--- config.mk ---
export PLATFORM = sky130hd
export DESIGN_NAME = timer_bus_master_flat
export DESIGN_NICKNAME = d
export VERILOG_FILES = /design/src/rtl/timer_bus_master_if.sv /design/src/rtl/timer_bus_master.sv /design/src/flat_wrapper.sv
export SDC_FILE = /design/constraint.sdc
export NUM_CORES = 1
export LEC_CHECK = 0
export CAP_MARGIN = 20
export CORE_MARGIN = 2
export CORE_UTILIZATION = 44
export DETAILED_ROUTE_END_ITERATION = 16
export HOLD_SLACK_MARGIN = 0.12
export PLACE_DENSITY = 0.95
export SYNTH_ARGS = -nofsm -noshare
export SYNTH_HDL_FRONTEND = slang
export SYNTH_SLANG_ARGS = --single-unit
export TNS_END_PERCENT = 30
--- constraint.sdc ---
create_clock -name clk -period 3.4 [get_ports clk]
set_clock_uncertainty 0.05 [all_clocks]
set_input_delay 0.68 -clock clk [delete_from_list [all_inputs] [get_ports clk]]
set_output_delay 0.68 -clock clk [all_outputs]
set_load 0.05 [all_outputs]
--- src/rtl/timer_bus_master_if.sv ---
// Request/grant bus between the timer bus master and the timer peripheral.
// The master drives req/addr/wdata/write_en; the peripheral answers with gnt/rdata.
interface timer_bus_master_if #(
    parameter int ADDR_WIDTH = 32,
    parameter int DATA_WIDTH = 32
);
    logic                  req;
    logic                  gnt;
    logic [ADDR_WIDTH-1:0] addr;
    logic [DATA_WIDTH-1:0] wdata;
    logic                  write_en;
    logic [DATA_WIDTH-1:0] rdata;

    modport master (
        output req, addr, wdata, write_en,
        input  gnt, rdata
    );

    modport slave (
        input  req, addr, wdata, write_en,
        output gnt, rdata
    );
endinterface

--- src/rtl/timer_bus_master.sv ---
// Single-outstanding req/gnt bus master for the timer peripheral with grant/release timeouts.
// Optional TIMER_MASTER_STATS_EN builds saturating transaction and error counters.
module timer_bus_master #(
    parameter int ADDR_WIDTH  = 32,
    parameter int DATA_WIDTH  = 32,
    parameter int GNT_TIMEOUT = 8,
    parameter int REL_TIMEOUT = 4,
    parameter int RDATA_DLY   = 1
) (
    input  logic                  clk,
    input  logic                  reset,
    input  logic                  cmd_valid,
    output logic                  cmd_ready,
    input  logic                  cmd_write,
    input  logic [ADDR_WIDTH-1:0] cmd_addr,
    input  logic [DATA_WIDTH-1:0] cmd_wdata,
    output logic                  rsp_valid,
    input  logic                  rsp_ready,
    output logic [DATA_WIDTH-1:0] rsp_rdata,
    output logic [1:0]            rsp_err,
    output logic [3:0]            rsp_gnt_lat,
    timer_bus_master_if.master    bus,
    output logic [15:0]           txn_count,
    output logic [15:0]           err_count
);
    typedef enum logic [2:0] {IDLE, REQ, DATA, RELEASE, RESP} state_t;

    localparam logic [3:0] GNT_TO = 4'(GNT_TIMEOUT);
    localparam logic [3:0] REL_TO = 4'(REL_TIMEOUT);
    localparam logic [1:0] DLY    = 2'(RDATA_DLY);

    state_t                state_reg;
    logic [3:0]            wait_cnt_reg;
    logic [3:0]            rel_cnt_reg;
    logic [1:0]            dly_cnt_reg;
    logic                  req_reg;
    logic [ADDR_WIDTH-1:0] addr_reg;
    logic [DATA_WIDTH-1:0] wdata_reg;
    logic                  write_en_reg;
    logic                  cmd_ready_reg;
    logic                  rsp_valid_reg;
    logic [DATA_WIDTH-1:0] rsp_rdata_reg;
    logic [1:0]            rsp_err_reg;
    logic [3:0]            rsp_gnt_lat_reg;
    logic                  rsp_hs;

    assign rsp_hs = rsp_valid_reg && rsp_ready;

    always_ff @(posedge clk) begin
        if (reset) begin
            state_reg       <= IDLE;
            wait_cnt_reg    <= '0;
            rel_cnt_reg     <= '0;
            dly_cnt_reg     <= '0;
            req_reg         <= 1'b0;
            addr_reg        <= '0;
            wdata_reg       <= '0;
            write_en_reg    <= 1'b0;
            cmd_ready_reg   <= 1'b0;
            rsp_valid_reg   <= 1'b0;
            rsp_rdata_reg   <= '0;
            rsp_err_reg     <= '0;
            rsp_gnt_lat_reg <= '0;
        end else begin
            case (state_reg)
                IDLE: begin
                    // A lingering gnt from the previous transaction holds off new commands
                    cmd_ready_reg <= !bus.gnt;
                    if (cmd_valid && cmd_ready_reg) begin
                        cmd_ready_reg   <= 1'b0;
                        addr_reg        <= cmd_addr;
                        wdata_reg       <= cmd_wdata;
                        write_en_reg    <= cmd_write;
                        req_reg         <= 1'b1;
                        wait_cnt_reg    <= 4'd1;
                        rsp_err_reg     <= 2'b00;
                        rsp_rdata_reg   <= '0;
                        rsp_gnt_lat_reg <= '0;
                        state_reg       <= REQ;
                    end
                end
                REQ: begin
                    if (bus.gnt) begin
                        // wait_cnt never exceeds GNT_TIMEOUT (<= 15), so this is already saturated
                        rsp_gnt_lat_reg <= wait_cnt_reg;
                        if (!write_en_reg && (RDATA_DLY > 0)) begin
                            dly_cnt_reg <= 2'd1;
                            state_reg   <= DATA;
                        end else begin
                            if (!write_en_reg) begin
                                rsp_rdata_reg <= bus.rdata;
                            end
                            req_reg     <= 1'b0;
                            rel_cnt_reg <= 4'd1;
                            state_reg   <= RELEASE;
                        end
                    end else if (wait_cnt_reg == GNT_TO) begin
                        // Peripheral cancels on req falling before gnt, so skip RELEASE
                        req_reg       <= 1'b0;
                        rsp_err_reg   <= 2'b01;
                        rsp_rdata_reg <= '0;
                        rsp_valid_reg <= 1'b1;
                        state_reg     <= RESP;
                    end else begin
                        wait_cnt_reg <= wait_cnt_reg + 4'd1;
                    end
                end
                DATA: begin
                    if (dly_cnt_reg == DLY) begin
                        rsp_rdata_reg <= bus.rdata;
                        req_reg       <= 1'b0;
                        rel_cnt_reg   <= 4'd1;
                        state_reg     <= RELEASE;
                    end else begin
                        dly_cnt_reg <= dly_cnt_reg + 2'd1;
                    end
                end
                RELEASE: begin
                    if (!bus.gnt) begin
                        rsp_valid_reg <= 1'b1;
                        state_reg     <= RESP;
                    end else if (rel_cnt_reg == REL_TO) begin
                        rsp_err_reg   <= 2'b10;
                        rsp_valid_reg <= 1'b1;
                        state_reg     <= RESP;
                    end else begin
                        rel_cnt_reg <= rel_cnt_reg + 4'd1;
                    end
                end
                RESP: begin
                    if (rsp_ready) begin
                        rsp_valid_reg <= 1'b0;
                        state_reg     <= IDLE;
                    end
                end
                default: state_reg <= IDLE;
            endcase
        end
    end

    assign cmd_ready    = cmd_ready_reg;
    assign rsp_valid    = rsp_valid_reg;
    assign rsp_rdata    = rsp_rdata_reg;
    assign rsp_err      = rsp_err_reg;
    assign rsp_gnt_lat  = rsp_gnt_lat_reg;
    assign bus.req      = req_reg;
    assign bus.addr     = addr_reg;
    assign bus.wdata    = wdata_reg;
    assign bus.write_en = write_en_reg;

`ifdef TIMER_MASTER_STATS_EN
    logic [15:0] txn_count_reg;
    logic [15:0] err_count_reg;

    always_ff @(posedge clk) begin
        if (reset) begin
            txn_count_reg <= '0;
            err_count_reg <= '0;
        end else if (rsp_hs) begin
            if (txn_count_reg != 16'hFFFF) begin
                txn_count_reg <= txn_count_reg + 16'd1;
            end
            if ((rsp_err_reg != 2'b00) && (err_count_reg != 16'hFFFF)) begin
                err_count_reg <= err_count_reg + 16'd1;
            end
        end
    end

    assign txn_count = txn_count_reg;
    assign err_count = err_count_reg;
`else
    logic unused_hs;
    assign unused_hs = rsp_hs;
    assign txn_count = 16'd0;
    assign err_count = 16'd0;
`endif
endmodule

--- src/flat_wrapper.sv ---
// flat-port wrapper written by rule: the top's interface ports become plain ports
module timer_bus_master_flat 
#(
    parameter int ADDR_WIDTH  = 32,
    parameter int DATA_WIDTH  = 32,
    parameter int GNT_TIMEOUT = 8,
    parameter int REL_TIMEOUT = 4,
    parameter int RDATA_DLY   = 1
)
  (clk, reset, cmd_valid, cmd_ready, cmd_write, cmd_addr, cmd_wdata, rsp_valid, rsp_ready, rsp_rdata, rsp_err, rsp_gnt_lat, txn_count, err_count, bus_req, bus_addr, bus_wdata, bus_write_en, bus_gnt, bus_rdata);
  timer_bus_master_if #(.ADDR_WIDTH(ADDR_WIDTH), .DATA_WIDTH(DATA_WIDTH)) bus_i ();
  input  logic clk;
  input  logic reset;
  input  logic cmd_valid;
  output logic cmd_ready;
  input  logic cmd_write;
  input  logic [ADDR_WIDTH-1:0] cmd_addr;
  input  logic [DATA_WIDTH-1:0] cmd_wdata;
  output logic rsp_valid;
  input  logic rsp_ready;
  output logic [DATA_WIDTH-1:0] rsp_rdata;
  output logic [1:0] rsp_err;
  output logic [3:0] rsp_gnt_lat;
  output logic [15:0] txn_count;
  output logic [15:0] err_count;
  output wire logic [$bits(bus_i.req)-1:0] bus_req;
  output wire logic [$bits(bus_i.addr)-1:0] bus_addr;
  output wire logic [$bits(bus_i.wdata)-1:0] bus_wdata;
  output wire logic [$bits(bus_i.write_en)-1:0] bus_write_en;
  input wire logic [$bits(bus_i.gnt)-1:0] bus_gnt;
  input wire logic [$bits(bus_i.rdata)-1:0] bus_rdata;
  assign bus_req = bus_i.req;
  assign bus_addr = bus_i.addr;
  assign bus_wdata = bus_i.wdata;
  assign bus_write_en = bus_i.write_en;
  assign bus_i.gnt = bus_gnt;
  assign bus_i.rdata = bus_rdata;
  timer_bus_master #(.ADDR_WIDTH(ADDR_WIDTH), .DATA_WIDTH(DATA_WIDTH), .GNT_TIMEOUT(GNT_TIMEOUT), .REL_TIMEOUT(REL_TIMEOUT), .RDATA_DLY(RDATA_DLY)) u_core (.clk(clk), .reset(reset), .cmd_valid(cmd_valid), .cmd_ready(cmd_ready), .cmd_write(cmd_write), .cmd_addr(cmd_addr), .cmd_wdata(cmd_wdata), .rsp_valid(rsp_valid), .rsp_ready(rsp_ready), .rsp_rdata(rsp_rdata), .rsp_err(rsp_err), .rsp_gnt_lat(rsp_gnt_lat), .bus(bus_i), .txn_count(txn_count), .err_count(err_count));
endmodule
; After elaboration in Yosys (flattened, before gate mapping)
; Index checks and enable logic that the tools add are counted.
[classes]
add_sub_neg = 3
multipliers = 0
div_mod_pow = 0
magnitude_cmp = 0
eq_ne = 23
shifts = 0
mux = 50
n_bitwise = 0
reduce_logical = 19
[op_table]
columns = cell, count
row1 = 2-to-1 mux 32 bit, 4
row2 = case mux 32 bit (3 select lines), 1
row3 = 2-to-1 mux 4 bit, 10
row4 = 2-to-1 mux 3 bit, 7
row5 = AND reduction 5 bit, 4
row6 = 2-to-1 mux 2 bit, 8
row7 = inequality test 2 bit (second input constant), 8
row8 = case mux 4 bit (2 select lines), 2
row9 = case mux 3 bit (5 select lines), 1
row10 = 2-to-1 mux 1 bit, 12
row11 = case mux 4 bit (3 select lines), 1
row12 = AND reduction 6 bit, 2
row13 = nonzero test 3 bit, 4
row14 = inequality test 2 x 1 -> 1 bit (second input constant), 5
row15 = inequality test 3 x 2 -> 1 bit (second input constant), 3
row16 = adder 4 x 1 -> 4 bit (second input constant), 2
row17 = AND reduction 4 bit, 2
row18 = == test 3 x 2 -> 1 bit (second input constant), 2
row19 = case mux 1 bit (3 select lines), 2
row20 = case mux 2 bit (3 select lines), 1
row21 = == test 4 x 3 -> 1 bit (second input constant), 1
row22 = == test 4 bit (second input constant), 1
row23 = case mux 2 bit (2 select lines), 1
row24 = nonzero test 2 bit, 2
row25 = 9 further kinds, 9
[totals]
register_bits = 119
latch_bits = 0
ramBits = 0
romBits = 0
inputBits = 102
output_inout_bits = 138
wordCells = 108
mem_count = 0

; Logic depth before layout (Yosys ltp)
[depth]
depth_word = 4
ltp_mapped = 7
mapped_depth_nobuf = 6

; Worst setup path after synthesis
; No wires, ideal clock.
[synth_timing]
path_kind = flip-flop to flip-flop
startpoint = register u_core.cmd_ready_reg, in the netlist u_core.cmd_ready
endpoint = register u_core.req_reg, in the netlist u_core.bus.req
setup_ns = 0.091
arrival_time_ns = 1.605
t_required_ns = 3.259
slack_ns = 1.654
stages_incl_launch_ff = 6
path_buffers = 1
synth_period_minus_slack_ns = 1.746
path_cell_list = dfxtp_1 -> nand3b_1 -> nor3_4 -> buf_4 -> nor2_1 -> a311oi_1
[synth_between]
elab_chain_len = 3
[synth_lines]
columns = item, line
row1 = from (decl), timer_bus_master.sv:40  ; logic cmd_ready_reg;
row2 = from (signal assigned), timer_bus_master.sv:68  ; cmd_ready_reg <= !bus.gnt;
row3 = logical AND 1 bit, timer_bus_master.sv:69  ; if (cmd_valid && cmd_ready_reg) begin
row4 = inequality test 2 x 1 -> 1 bit (no line), n/a
row5 = AND reduction 5 bit (no line), n/a
row6 = to (signal assigned), timer_bus_master.sv:74  ; req_reg <= 1'b1;
row7 = to (signal assigned), timer_bus_master.sv:93  ; req_reg <= 1'b0;
row8 = to (signal assigned), timer_bus_master.sv:99  ; req_reg <= 1'b0;
row9 = to (decl), timer_bus_master.sv:36  ; logic req_reg;
; Every way passes these cells.
; A chain may end at the register's enable or synchronous reset.

; Final worst setup path
[layout_timing]
startpoint = register u_core.write_en_reg, in the netlist u_core.bus.write_en
endpoint = output bus_write_en
[layout_lines]
columns = item, line
row1 = from (decl), timer_bus_master.sv:39  ; logic write_en_reg;
row2 = from (signal assigned), timer_bus_master.sv:73  ; write_en_reg <= cmd_write;
row3 = to (decl), flat_wrapper.sv:29  ; output wire logic [$bits(bus_i.write_en)-1:0] bus_write_en;
; No word-level cell between the ends.

==> results by group <==
Setup path
  • Number of cells on the worst reg-to-reg path: 5
  • Family with the most delay on the worst path: buffers and inverters
  • Type of the setup path with the least slack: reg2out
  • Setup crit end kind: output port
  • Reg2reg start: u_core.state_reg[0]
  • Buf+Inv Stages, Crit Path: 1
  • Data required, critical path: 2.67 ns
  • Worst Setup Start Kind: register
  • Max incr delay on CP: 0.87 ns
  • Setup slack of the most critical reg-to-reg path: 1.07 ns
  • Endpoint of the lowest-slack register-to-register path: u_core.bus.addr[10]
  • Arrival time at the worst endpoint: 1.72 ns
  • Library cell contributing the largest single delay on the critical path: clkdlybuf4s50_1
  • Critical-path maximum fanout: 6
  • Series of cell instances along the critical path: clkdlybuf4s50_1

Timing
  • Final-report hold violation count: 0
  • Worst relative slew slack: 38.14%
  • Unrepaired setup endpoints after global routing: false
  • Max Fclk: 0.4087 GHz
  • Worst-Margin Slew: 0.9246 ns
  • Number of pins exceeding their max-slew limit in the final report: 0
  • Final worst path period need: 2.447 ns
  • Tcrit/Tclk final: 71.96%
  • Final setup viols: 0
  • Setup tns final: 0 ns
  • Worst hold slack: 0.3990 ns

CTS
  • Setup bufs post-CTS: 0
  • Clock latency of the later-clocked register in the worst-skew pair: 0.40 ns
  • Number of buffers added by the clock tree synthesis step: 17
  • Count of H-tree levels built during CTS: 4
  • Gates resized, CTS repair: 0
  • Clock Tree Root: clkbuf_16
  • Clock sink total: 119
  • Number of hold buffers added after cts: 0
  • Clock tree from TritonCTS: built
  • Reg clk slew, reported paths: 0.05 ns
  • Maximum count of clock buffers along a single path: 2

Routing
  • Vias per Instance: 4.878
  • Total length of routed wires: 13.21 mm
  • Number of routed nets with antenna violations: 0
  • Number of detailed-route iterations in the first pass: 4
  • Drt drc: 0
  • DRC violation total after the first TritonRoute iteration: 246
  • Via total after detailed routing: 4644
  • Routed length per instance: 13.88 µm

Layout
  • Filler cell count: 875
  • Proportion of layout cells with a drive suffix above 1: 5.933%
  • Area taken by multi-input logic gates: 2326 µm²
  • Area grow syn2layout: 52.27%
  • # diodes: 0
  • Post-layout net count: 904
  • Area taken by flip-flops and latches: 2382 µm²

Floorplan
  • Number of standard-cell rows in the floorplan: 39
  • Width of the die: 111.2 µm
  • Y dimension of the die: 111.2 µm
  • Core region area: 11320 µm²
  • Area enclosed by the die boundary: 12360 µm²
  • Top-Level Pins: 240
  • Initial Util: 44.64%

Synth
  • Mapped Avg Cell Area: 8.395 µm²
  • Synth Warn #: 0
  • Post-synth EDFFs: 0
  • Leading cell types by count after synthesis: 168 x nand2_1, 119 x dfxtp_1, 75 x a21oi_1
  • Share of async-settable or async-resettable flops after synthesis: 0%
  • Top cells by area, synth: dfxtp_1 47%, nand2_1 12%, a21oi_1 7.4%
  • Flop and latch count out of synthesis: 119
  • Prevailing post-synth register cell: dfxtp_1
  • Sequential cell area fraction in the yosys report: 47.14%
  • Netlist area before placement: 5054 µm²
  • Syn Inst Count: 602
  • Most instantiated library cell after synthesis: nand2_1
  • Number of unique standard cell types used by synthesis: 49
  • Cell taking the most area after synthesis: dfxtp_1
  • Portion of synthesized cell area occupied by the leading cell type: 47.14%

Power and ir drop
  • Worst vdd rail ir drop: 0.3173 mV
  • Leakage power summed over all cells: 2.890 nW
  • Power density over the cells: 600.5 nW/µm²

GRT
  • Initial antenna violation count: 0
  • Number of global-route vias before repair: 4633
  • GRT Resource Usage Total: 21.26%
  • Met2 track demand over resource in global routing: 34.80%
  • Maximum number of pins on one net before global-route repair: 83
  • Met3 routing resource usage after global routing: 7.873%
  • Layer with the highest usage after global routing: met2
  • Total global routing overflow: 0
  • Grt met1 use: 24.61%
  • Wire length of the first global-routing pass: 21.65 mm

Placement
  • Count of buffers from port buffering: 207
  • Routability Congestion: 0.8409
  • Placed wire-length estimate: 8.951 mm

Flow run
  • Number of max-cap violations: 0

Hold path
  • Min-delay worst type: reg2reg
  • Number of cells traversed by the worst hold path: 2
  • Hold endpoint: u_core.bus.addr[4]
  • Hold wc startpoint: u_core.bus.addr[4]

Run status
  • Result of the run: finished, final reports clean
-- power by group --
part | switching [mW] | total, mW | internal [mW]
Combinational | 0.756 | 1.20 | 0.447
Clock | 0.590 | 1.85 | 1.26
Sequential | 0.0762 | 1.57 | 1.49
Total | 1.42 | 4.62 | 3.20
-- metal layers --
layer / vias up / wire length (µm)
met5: - / 0
met4: 0 / 375
met3: 33 / 1010
met2: 184 / 6407
met1: 2115 / 5416
li1: 2312 / -
-- stage by stage --
step	std cells	util, %	setup slack (ns)	power (mW)	area (µm²)
floorplan	633	-	1.654	2.455	5170
global placement	921	62.56	0.7746	2.775	7082
detailed placement	921	62.56	0.6153	2.795	7082
CTS	952	67.97	0.9313	4.660	7695
global route	952	67.97	0.8304	4.830	7695
finish	952	67.97	0.9535	4.621	7695
-- cells in the final DEF (no fill, tap or decap), types with 4 or more instances in the layout --
cell and n:
clkdlybuf4s50_1 206, nand2_1 167, dfxtp_1 119, a21oi_1 75, nand2b_1 37, mux2i_1 35
conb_1 32, clkbuf_16 17, nor2_1 16, inv_1 10, buf_4 10, o21ai_0 6
ha_1 5, a22oi_1 4, nand3_1 4, nor3_1 4, a31oi_1 4, bufinv_16 4
clkinv_2 4
-- logic make-up (layout without fill, tap and decap cells) --
logic type | Yosys count | count (layout) | share of synthesized area [%]
AND/OR/NAND/NOR | 253 | 253 | 23.25
flip-flops | 119 | 119 | 47.14
AO/OA/AOI/OAI | 107 | 107 | 12.06
buffers and inverters | 82 | 258 | 9.309
multiplexers | 35 | 35 | 6.932
adder cells (fa/ha/maj) | 5 | 5 | 1.238
other | 1 | 32 | 0.07420
-- layout make-up --
cell class                 count  area share [%]
inverter                      10          0.4878
multi-input combinational    432           30.23
clock inverter                 9           1.935
timing repair buffer         217           28.03
sequential                   119           30.96
tap                          143           2.325
clock buffer                  22           6.033
-- worst max path at each step --
stage / depth (start not counted) / endpoint / start
floorplan: 5 / u_core.bus.req / u_core.cmd_ready
global placement: 6 / u_core.bus.wdata[27] / cmd_valid
detailed placement: 6 / u_core.bus.wdata[27] / cmd_valid
CTS: 1 / bus_write_en / u_core.bus.write_en
global route: 5 / u_core.bus.addr[17] / u_core.state_reg[0]
finish: 1 / bus_write_en / u_core.bus.write_en
No activity file was read; power rests on OpenSTA's default activity.
